===== src/rtl/glb_xbus_arbiter.sv =====
// glb_xbus_arbiter: round-robin arbiter + burst sequencer for the shared X-bus into the global PE set.
// Latency: grant registered one cycle after req is seen in IDLE; beats pass combinationally from owner to bus.
// Backpressure: i_bus_ready feeds straight back to the owner's o_req_ready; a stalled beat holds the counter.
//
// Ports:
//   i_clk, i_rst (async, active-high), i_flush (sync abort of current burst)
//   i_req / i_req_tag / i_req_len   per-requester burst request, tag, beats-1 (sampled in IDLE only)
//   i_req_valid / i_req_data        per-requester beat stream; o_req_ready back to the owner only
//   o_gnt                           registered one-hot grant
//   o_bus_valid/data/tag/last       X-bus beat output, i_bus_ready from the PE side
//   o_busy                          high while a burst is in progress
//   o_timeout_err                   1-cycle pulse on stall abort
// Optional feature: define GLB_XBUS_ARB_TIMEOUT_EN to abort bursts that stall for TIMEOUT_CYC cycles.
module glb_xbus_arbiter #(
    parameter int DATA_WIDTH  = 16,
    parameter int NUM_REQ     = 4,
    parameter int TAG_WIDTH   = 4,
    parameter int LEN_WIDTH   = 8,
    parameter int TIMEOUT_CYC = 64
) (
    input  logic                            i_clk,
    input  logic                            i_rst,
    input  logic                            i_flush,
    input  logic [NUM_REQ-1:0]              i_req,
    input  logic [NUM_REQ*TAG_WIDTH-1:0]    i_req_tag,
    input  logic [NUM_REQ*LEN_WIDTH-1:0]    i_req_len,
    input  logic [NUM_REQ-1:0]              i_req_valid,
    input  logic [NUM_REQ*DATA_WIDTH-1:0]   i_req_data,
    output logic [NUM_REQ-1:0]              o_req_ready,
    output logic [NUM_REQ-1:0]              o_gnt,
    output logic                            o_bus_valid,
    output logic [DATA_WIDTH-1:0]           o_bus_data,
    output logic [TAG_WIDTH-1:0]            o_bus_tag,
    output logic                            o_bus_last,
    input  logic                            i_bus_ready,
    output logic                            o_busy,
    output logic                            o_timeout_err
);

    localparam int IDX_W = (NUM_REQ > 1) ? $clog2(NUM_REQ) : 1;

    typedef enum logic {S_IDLE = 1'b0, S_XFER = 1'b1} state_t;

    state_t               r_state, w_state_nxt;
    logic [IDX_W-1:0]     r_owner, w_owner_nxt;
    logic [IDX_W-1:0]     r_ptr, w_ptr_nxt;
    logic [TAG_WIDTH-1:0] r_tag, w_tag_nxt;
    logic [LEN_WIDTH-1:0] r_len, w_len_nxt;
    logic [LEN_WIDTH-1:0] r_cnt, w_cnt_nxt;
    logic [NUM_REQ-1:0]   r_gnt, w_gnt_nxt;

    logic                 w_xfer;
    logic                 w_own_valid;
    logic                 w_beat;
    logic                 w_abort;
    logic                 w_found;
    logic [IDX_W-1:0]     w_pick;
    logic [IDX_W-1:0]     w_idx;

    assign w_xfer      = (r_state == S_XFER);
    assign w_own_valid = i_req_valid[r_owner];

    // Round-robin search: first set request starting just after the last owner.
    always_comb begin
        w_found = 1'b0;
        w_pick  = r_ptr;
        w_idx   = r_ptr;
        for (int k = 1; k <= NUM_REQ; k++) begin
            w_idx = IDX_W'((int'(r_ptr) + k) % NUM_REQ);
            if (!w_found && i_req[w_idx]) begin
                w_found = 1'b1;
                w_pick  = w_idx;
            end
        end
    end

    // Flush masks the owner's stream for the cycle so no beat can count.
    assign o_bus_valid = w_xfer & ~i_flush & w_own_valid;
    assign o_bus_data  = w_xfer ? i_req_data[r_owner*DATA_WIDTH +: DATA_WIDTH] : '0;
    assign o_bus_tag   = w_xfer ? r_tag : '0;
    assign o_bus_last  = o_bus_valid & (r_cnt == r_len);
    assign o_busy      = w_xfer;
    assign o_gnt       = r_gnt;
    assign w_beat      = o_bus_valid & i_bus_ready;

    always_comb begin
        o_req_ready = '0;
        if (w_xfer && !i_flush && i_bus_ready) begin
            o_req_ready[r_owner] = 1'b1;
        end
    end

`ifdef GLB_XBUS_ARB_TIMEOUT_EN
    localparam int STALL_W = $clog2(TIMEOUT_CYC + 1);
    logic [STALL_W-1:0] r_stall;

    // Abort on the TIMEOUT_CYC-th consecutive beat-less cycle; a beat this cycle resets the count instead.
    assign w_abort = w_xfer & ~i_flush & ~(w_own_valid & i_bus_ready) &
                     (r_stall == STALL_W'(TIMEOUT_CYC - 1));

    always_ff @(posedge i_clk or posedge i_rst) begin
        if (i_rst) begin
            r_stall <= '0;
        end else if (!w_xfer || w_beat) begin
            r_stall <= '0;
        end else begin
            r_stall <= r_stall + 1'b1;
        end
    end
`else
    assign w_abort = 1'b0;
`endif

    assign o_timeout_err = w_abort;

    always_comb begin
        w_state_nxt = r_state;
        w_owner_nxt = r_owner;
        w_ptr_nxt   = r_ptr;
        w_tag_nxt   = r_tag;
        w_len_nxt   = r_len;
        w_cnt_nxt   = r_cnt;
        w_gnt_nxt   = r_gnt;
        if (i_flush || w_abort) begin
            // Abort wins over a last beat; owner still counts as served for fairness.
            if (w_xfer) begin
                w_ptr_nxt = r_owner;
            end
            w_state_nxt = S_IDLE;
            w_gnt_nxt   = '0;
        end else if (r_state == S_IDLE) begin
            if (w_found) begin
                w_owner_nxt = w_pick;
                w_tag_nxt   = i_req_tag[w_pick*TAG_WIDTH +: TAG_WIDTH];
                w_len_nxt   = i_req_len[w_pick*LEN_WIDTH +: LEN_WIDTH];
                w_cnt_nxt   = '0;
                w_gnt_nxt   = NUM_REQ'(1) << w_pick;
                w_state_nxt = S_XFER;
            end
        end else if (w_beat) begin
            if (r_cnt == r_len) begin
                w_ptr_nxt   = r_owner;
                w_gnt_nxt   = '0;
                w_state_nxt = S_IDLE;
            end else begin
                w_cnt_nxt = r_cnt + 1'b1;
            end
        end
    end

    always_ff @(posedge i_clk or posedge i_rst) begin
        if (i_rst) begin
            r_state <= S_IDLE;
            r_owner <= '0;
            r_ptr   <= IDX_W'(NUM_REQ - 1);
            r_tag   <= '0;
            r_len   <= '0;
            r_cnt   <= '0;
            r_gnt   <= '0;
        end else begin
            r_state <= w_state_nxt;
            r_owner <= w_owner_nxt;
            r_ptr   <= w_ptr_nxt;
            r_tag   <= w_tag_nxt;
            r_len   <= w_len_nxt;
            r_cnt   <= w_cnt_nxt;
            r_gnt   <= w_gnt_nxt;
        end
    end

endmodule

===== config.mk =====
export PLATFORM = sky130hd
export DESIGN_NAME = glb_xbus_arbiter
export DESIGN_NICKNAME = d
export VERILOG_FILES = /design/src/rtl/glb_xbus_arbiter.sv
export SDC_FILE = /design/constraint.sdc
export NUM_CORES = 1
export LEC_CHECK = 0
export CORE_ASPECT_RATIO = 1.1
export CORE_MARGIN = 2
export CORE_UTILIZATION = 30
export CTS_BUF_LIST = sky130_fd_sc_hd__clkbuf_2
export DETAILED_ROUTE_END_ITERATION = 7
export PLACE_DENSITY_LB_ADDON = 0.15
export SKIP_LAST_GASP = 1
export SLEW_MARGIN = 20
export SYNTH_ARGS = -nofsm -noshare
export SYNTH_HDL_FRONTEND = slang
export SYNTH_SLANG_ARGS = --single-unit

===== constraint.sdc =====
create_clock -name i_clk -period 1.9 [get_ports i_clk]
set_input_delay 0.38 -clock i_clk [delete_from_list [all_inputs] [get_ports i_clk]]
set_output_delay 0.38 -clock i_clk [all_outputs]
set_load 0.02 [all_outputs]

Word-level counts from Yosys, hierarchy flattened
Index checks and enable logic that the tools add are counted.
{"block": "classes", "bitwise_logic": 6, "mux": 42, "eq_ne": 5, "n_addsub": 5, "reduce_logical": 18, "magnitude_cmp": 6, "shift": 4}
{"cell": "$shiftx A64 B7 Y16", "n": 1}
{"cell": "$mux W8", "n": 4}
{"cell": "$shiftx A32 B6 Y8", "n": 1}
{"cell": "$mux W4", "n": 7}
{"cell": "$mux W2", "n": 9}
{"cell": "$mux W16", "n": 1}
{"cell": "$shiftx A16 B5 Y4", "n": 1}
{"cell": "$lt A2 B3 Y1 const B", "n": 5}
{"cell": "$mux W1", "n": 15}
{"cell": "$bmux W1 S2", "n": 5}
{"cell": "$reduce_and A3 Y1", "n": 3}
{"cell": "$add A8 B1 Y8 const B", "n": 1}
{"cell": "$eq A8 B8 Y1", "n": 1}
{"cell": "$logic_and A1 B1 Y1", "n": 6}
{"cell": "$ne A3 B2 Y1 const B", "n": 2}
{"cell": "$reduce_bool A2 Y1", "n": 3}
{"cell": "$add A2 B1 Y2 const B", "n": 2}
{"cell": "$add A2 B2 Y2 const B", "n": 2}
{"cell": "$and A1 B1 Y1", "n": 4}
{"cell": "$logic_not A1 Y1", "n": 4}
{"cell": "$reduce_and A4 Y1", "n": 1}
{"cell": "$shl A1 B2 Y4 const A", "n": 1}
{"cell": "$reduce_bool A3 Y1", "n": 1}
{"cell": "$demux W1 S2", "n": 1}
{"cell": "other kinds (4)", "n": 5}
{"block": "totals", "reg_bits": 29, "word_cells": 93, "out_inout_bits": 32, "inputBits": 124}

Depth between registers and ports, before layout
Gate-level depths: netlist of run 1.
{"block": "logic_depth", "depth_word": 17, "ltp_mapped": 7, "ltp_nobuf": 5}

Least setup slack after synthesis of run 1
OpenSTA, ideal clock, no wires.
{"block": "synth_timing", "kind": "register to output", "from": "register r_owner[0]", "to": "output o_bus_data[11]", "arrival_time_ps": 1539, "path_buffers": 2, "required_ps": 1520, "slack_ps": -19, "stages_incl_launch_ff": 5, "cell_sequence": "dfrtp_1 -> buf_6 -> clkbuf_1 -> mux4_2 -> and2_1"}
{"block": "synth_via", "elab_chain_len": 2}
{"element": "start: declaration", "line_no": "45", "text": "logic [IDX_W-1:0] r_owner, w_owner_nxt;"}
{"element": "start signal: assignment", "line_no": "162", "text": "r_owner <= w_owner_nxt;"}
{"element": "$shiftx A64 B7 Y16", "line_no": "79", "text": "assign o_bus_data = w_xfer ? i_req_data[r_owner*DATA_WIDTH +: DATA_WIDTH] : '0;"}
{"element": "$mux W16", "line_no": "79"}
{"element": "end: declaration", "line_no": "32", "text": "output logic [DATA_WIDTH-1:0] o_bus_data,"}
No other way between the ends.

Worst setup path in the final report of run 1
{"block": "layout_timing", "from": "register r_owner[0]", "to": "output o_bus_last"}
{"block": "layout_via", "elab_chain_len": 4}
{"element": "$bmux W1 S2", "line_no": "61", "text": "assign w_own_valid = i_req_valid[r_owner];"}
{"element": "$mux W1 (not written as such)", "line_no": "61"}
{"element": "$and A1 B1 Y1", "line_no": "78", "text": "assign o_bus_valid = w_xfer & ~i_flush & w_own_valid;"}
{"element": "$and A1 B1 Y1", "line_no": "81", "text": "assign o_bus_last = o_bus_valid & (r_cnt == r_len);"}
{"element": "end: declaration", "line_no": "34", "text": "output logic o_bus_last,"}
No other way between the ends. The select of a mux whose other input is x is not followed.

==> results of run 1 <==
## through the flow
stage	TNS [ps]	cell area (sq um)
2_1_floorplan	0	2460
3_3_place_gp	-16320	4340
3_5_place_dp	-16960	4340
4_1_cts	-6940	4490
5_1_grt	-9970	4540
6_report	-6890	4540
## layer usage
layer / up-vias / GRT usage (%) / wire (um)
met1: 1242 / 22.2 / 3460
met2: 119 / 33.3 / 4050
li1: 1318 / - / -
met3: 6 / 3.52 / 546
met4: 0 / 3.55 / 72
met5: - / 0 / 0
## path summary, 6_finish.rpt
kind                              endpoint  slack (ps)  cells after the start
worst max-delay path            o_bus_last        -360                      5
worst min-delay path              r_cnt[5]         370                      3
worst max register to register    r_ptr[1]        -270                      8
worst min register to register    r_tag[3]         560                      2
max in group asynchronous         r_ptr[1]        1210                      3
min in group i_clk                r_tag[3]         560                      2
## power groups by stage
stage               sequential, uW  combinational (uW)  clock [uW]
finish                         958                2540         308
global route                   983                2760         355
CTS                            962                2570         311
detailed placement             979                2350           0
global placement               975                2320           0
floorplan                      947                1440           0
## layout by cell type, fill, tap and decap left out, types with 4 or more instances in the layout
cell / count
clkdlybuf4s50_1: 127
buf_4: 42
dfrtp_1: 26
a211oi_1: 24
nor2_1: 21
nand2_1: 17
mux4_2: 17
mux2i_1: 16
inv_1: 15
and2_1: 13
a31oi_1: 12
buf_6: 12
buf_2: 9
xor2_1: 8
and2_4: 7
nor2b_1: 5
and3_1: 5
clkbuf_2: 5
o32a_1: 4
dlygate4sd2_1: 4
## sequential cells by signal, indices dropped and copies added, names as in the netlist
name     flops
r_cnt        8
r_ptr        2
r_owner      2
r_tag        4
o_gnt        4
r_len        8
o_busy       1
## repair_timing
item,CTS,global route
resized for setup,130,30
buffers inserted,8,3
pin swaps,7,5
endpoints found under the setup margin,39,39
gates cloned,2,0
## tightest hold or removal path: stages
cell	delay, ps
clkdlybuf4s50_1	400
inv_1	60
buf_4	340
## cell families after synthesis
group                    Yosys count  synth area share [%]
AND/OR/NAND/NOR                   90                  19.9
AO/OA/AOI/OAI                     55                  16.3
buffers and inverters             37                  7.01
multiplexers                      36                  23.4
flip-flops                        29                  29.6
XOR/XNOR                           9                  3.20
adder cells (fa/ha/maj)            1                 0.508
other                              1                 0.152
## final cells by class
type                       instances  area (sq um)  share of cell area [%]
timing repair buffer             201          1920                    42.2
multi-input combinational        192          1670                    36.7
sequential                        29           729                    16.1
tap                              108           135                    2.97
inverter                          15          56.3                    1.24
clock buffer                       5          25.0                   0.551
clock inverter                     3          12.5                   0.275
==> flow_summary.ini, run 1 <==
[yosys]
ys_types = 45
synth.most_common_cell = dfrtp_1
synth_nets = 383
syn_inst = 258
synth_edf_count = 0
ys_ff_latch = 29
seq_area_frac_synth_pct = 29.6
yosysTopAreaCell = dfrtp_1
async_reset_ff_share_pct = 100
avgSynthCellArea_sq_um = 9.55
synth_top_area_share_pct = 27.4
synth_common_cells = 27 x dfrtp_1, 25 x a211oi_1, 23 x nor2_1, 20 x and2_1, 18 x nand2_1
synthTopCellsByArea = dfrtp_1 27%, mux4_2 16%, a211oi_1 7.6%, mux2i_1 6.5%, and2_1 5.1%
syn-cell-area_sq_mm = 0.00246
yosysWarnings = 0
synth_ff_type = dfrtp_1

[place]
gp_congestion = 0.755
hpwl_um = 6490
dp_slack_ps = -699
port_buffers = 154
dp_cells = 535

[power_and_ir_drop]
worst_ir_drop_vdd_mv = 0.516
power_frac_comb_pct = 66.8
p_sw_uw = 1470
p_sw_share_pct = 38.7
p_leak_uw = 0.00198
internal_power_uw = 2340
p_total_uw = 3810
power.density_mw_per_mm2 = 838
clkPwrFrac_pct = 8.1
p_seq_share_pct = 25.1

[critical_path]
reg2reg_from = r_owner[0]
critPathMaxStageDelay_ps = 530
crit_family = multiplexers
cp.arrival_ps = 1880
cp_num_buf_inv = 2
crit_start = r_owner[0]
crit_required_ps = 1520
cpMaxStageDelayCell = mux4_2
cp_common_cell = buf_6
endpoint_kind = primary output
worstSetupPathType = flip-flop to primary output
cp_cell_sequence = buf_6 > mux4_2 > and3b_1 > and3_1 > buf_6
path_max_fanout = 3
crit_path_start_kind = flip-flop

[final_layout]
fill_cells = 738
final_util_pct = 57.1
post_layout_nonfiller_instances = 553
fin_nets = 569
area_delta_synth_final_pct = 84.5
diodes = 0
drive_gt1_share_pct = 27.9

[die]
die_h_um = 99.0
dieArea_sq_mm = 0.00895
io_pins = 156
die_w_um = 90.4
rows = 34
initial_core_util_pct = 31.0
core_area_sq_mm = 0.00796

[sta]
rsz0062_at_grt = yes
hold_violations = 0
slew_viol_final = 0
fin_ws_ps = -363
holdWs_ps = 373
min_period_ps = 2260
setup_viol = 30
finalCritPeriodShare_pct = 119
clock.fmax_mhz = 442
skew_ps = 20.0

[clock_tree]
numCtsBuffers = 5
clk_path_buf_depth = 2
cts_sinks = 29
hold_buffers = 0
cts_tree = done
clkLatencyLatePin_ps = 370
root_buffer = clkbuf_2
htree_levels = 2
clkTransAtPathRegs_ps = 170

[routing]
drt_iter0_drc = 54
route.detailed.drc = 0
firstDrtPassIters = 4
routed_wl_um = 8120
vias_per_cell = 4.86
num_vias = 2685
wl_per_cell_um = 14.7
ant_nets = 0

[min_path]
min_path_type = primary input to async pin

[global_routing]
gr-total-overflow = 0
grt_max_degree = 30
track_usage_pct = 18.1
grt_pass1_wl_um = 13400
first_global_vias = 2695
antenna_found_initial = 0

[outcome]
violations = setup timing
outcome = finished with violations

[job]
cap_violations = 0
No activity file was read; power rests on OpenSTA's default activity.
==> run 2, diff against run 1 <==
--- a/config.mk
+++ b/config.mk
@@ -6,9 +6,8 @@
 export NUM_CORES = 1
 export LEC_CHECK = 0
 export CORE_ASPECT_RATIO = 1.1
-export CORE_MARGIN = 2
+export CORE_MARGIN = 3
 export CORE_UTILIZATION = 30
-export CTS_BUF_LIST = sky130_fd_sc_hd__clkbuf_2
 export DETAILED_ROUTE_END_ITERATION = 7
 export PLACE_DENSITY_LB_ADDON = 0.15
 export SKIP_LAST_GASP = 1
==> flow_summary.ini, run 2 (synthesis gave the netlist of run 1 again) <==
[final_layout]
area_delta_synth_final_pct = 100
post_layout_nonfiller_instances = 568
final_cell_mix = 123 x clkdlybuf4s50_1, 46 x buf_4, 25 x dfrtp_1, 24 x buf_6, 21 x nor2_1
multi_input_area_sq_mm = 0.00179
diodes = 0
mostFrequentLayoutCell = clkdlybuf4s50_1
drive_gt1_share_pct = 35.7
final_util_pct = 62.0
fill_cells = 684
seqCellArea_sq_um = 731
fin_nets = 585
largestRegisters = r_cnt: 8 flops, r_len: 8 flops

[sta]
skew_ps = 1.85
fin_ws_ps = -292
slew_viol_final = 0
holdWs_ps = 485
hold_violations = 0
setup_viol = 27
clock.fmax_mhz = 456
rsz0062_at_grt = yes
min_period_ps = 2190
finalCritPeriodShare_pct = 115

[die]
initial_core_util_pct = 31.0
io_pins = 156
rows = 34
die_w_um = 92.4
core_area_sq_mm = 0.00796
dieArea_sq_mm = 0.00934
die_h_um = 101

[routing]
drt_iter0_drc = 72
dr_wl_met2_um = 4650
firstDrtPassIters = 4
num_vias = 2800
wl_met1_um = 3590
route.detailed.drc = 0
vias_per_cell = 4.93
wl_met3_um = 796
ant_nets = 0
wl_per_cell_um = 16.2
top_layer_used = met4
routed_wl_um = 9200

[clock_tree]
clkTransAtPathRegs_ps = 60
cts_sinks = 29
hold_buffers = 0
root_buffer = clkbuf_8
cts_tree = done
htree_levels = 2
clk_path_buf_depth = 2
numCtsBuffers = 5
clkLatencyLatePin_ps = 280

[critical_path]
reg2reg_from = r_owner[0]
cp_common_cell = buf_6
cpMaxStageDelayCell = dfrtp_2
crit_path_start_kind = flip-flop
endpoint_kind = primary output
crit_required_ps = 1520
critPathMaxStageDelay_ps = 450
cp.arrival_ps = 1810
crit_start = r_owner[0]
worstSetupPathType = flip-flop to primary output
path_max_fanout = 5
cp_cell_sequence = buf_4 > buf_6 > buf_16 > mux4_2 > and2_4 > buf_6

[outcome]
violations = setup timing
outcome = finished with violations

[global_routing]
gr-total-overflow = 0
first_global_vias = 2751
grt_pass1_wl_um = 13900
grt_max_degree = 30
antenna_found_initial = 0
track_usage_pct = 18.5

[job]
cap_violations = 0

[min_path]
min_path_type = primary input to async pin

[place]
port_buffers = 154
gp_congestion = 0.760
hpwl_um = 6730
dp_cells = 540

[power_and_ir_drop]
p_total_uw = 4630
worst_ir_drop_vdd_mv = 0.635
p_leak_uw = 0.00214
power.density_mw_per_mm2 = 938
[run 2: cell count changes in the layout (fill, tap and decap cells not counted), moves of 4 or more]
cell             change
buf_6               +12
a211oi_1             -6
clkbuf_8             +6
mux2i_1              -6
a211oi_2             +5
mux2i_2              +5
and2_1               -4
and2_4               +4
buf_4                +4
clkdlybuf4s50_1      -4
[run 2: critical path, delay by kind of cell (launching register included)]
kind                   cells  cell delay [ps]
AND/OR/NAND/NOR            1              150
multiplexers               1              420
buffers and inverters      4              510
flip-flops                 1              450
[run 2: timing repair]
item | 4_1_cts | 5_1_grt
gates resized for setup | 134 | 61
pin swaps | 6 | 10
cloned | 2 | 2
setup endpoints to repair | 49 | 48
buffers inserted | 11 | 6
[run 2: per-stage QoR]
stage	TNS [ps]	cell area, sq um	setup slack, ps
final	-4670	4930	-292
after global routing	-6220	4930	-346
after CTS	-5280	4650	-336
after detailed placement	-19900	4360	-693
after global placement	-19310	4360	-686
after floorplan	0	2460	40.6
[run 2: path summary, 6_finish.rpt]
kind / end / slack, ps / cells past startpoint
max: o_bus_data[5] / -290 / 6
min: o_gnt[0] / 480 / 3
max reg2reg: r_ptr[1] / -160 / 7
min reg2reg: r_tag[1] / 560 / 2
max in group asynchronous: r_ptr[0] / 1100 / 3
min in group i_clk: r_tag[1] / 560 / 2
[run 2: cell type report]
| type | instances | share of cell area [%] |
|---|---|---|
| Tap cell | 108 | 2.74 |
| Multi-Input combinational cell | 192 | 36.4 |
| Clock buffer | 7 | 1.75 |
| Sequential cell | 29 | 14.8 |
| Timing Repair Buffer | 217 | 43.2 |
| Inverter | 15 | 1.14 |
[run 2: per-layer routing]
layer | global-route usage, % | vias to the layer above
met3 | 5.00 | 13
li1 | - | 1341
met4 | 4.23 | 0
met5 | 0 | -
met1 | 20.5 | 1315
met2 | 35.0 | 131
[run 2: report_power, final]
group / internal (uW) / switching [uW] / total [uW]
logic: 1830 / 1290 / 3130
clock network: 287 / 230 / 517
registers: 821 / 163 / 984
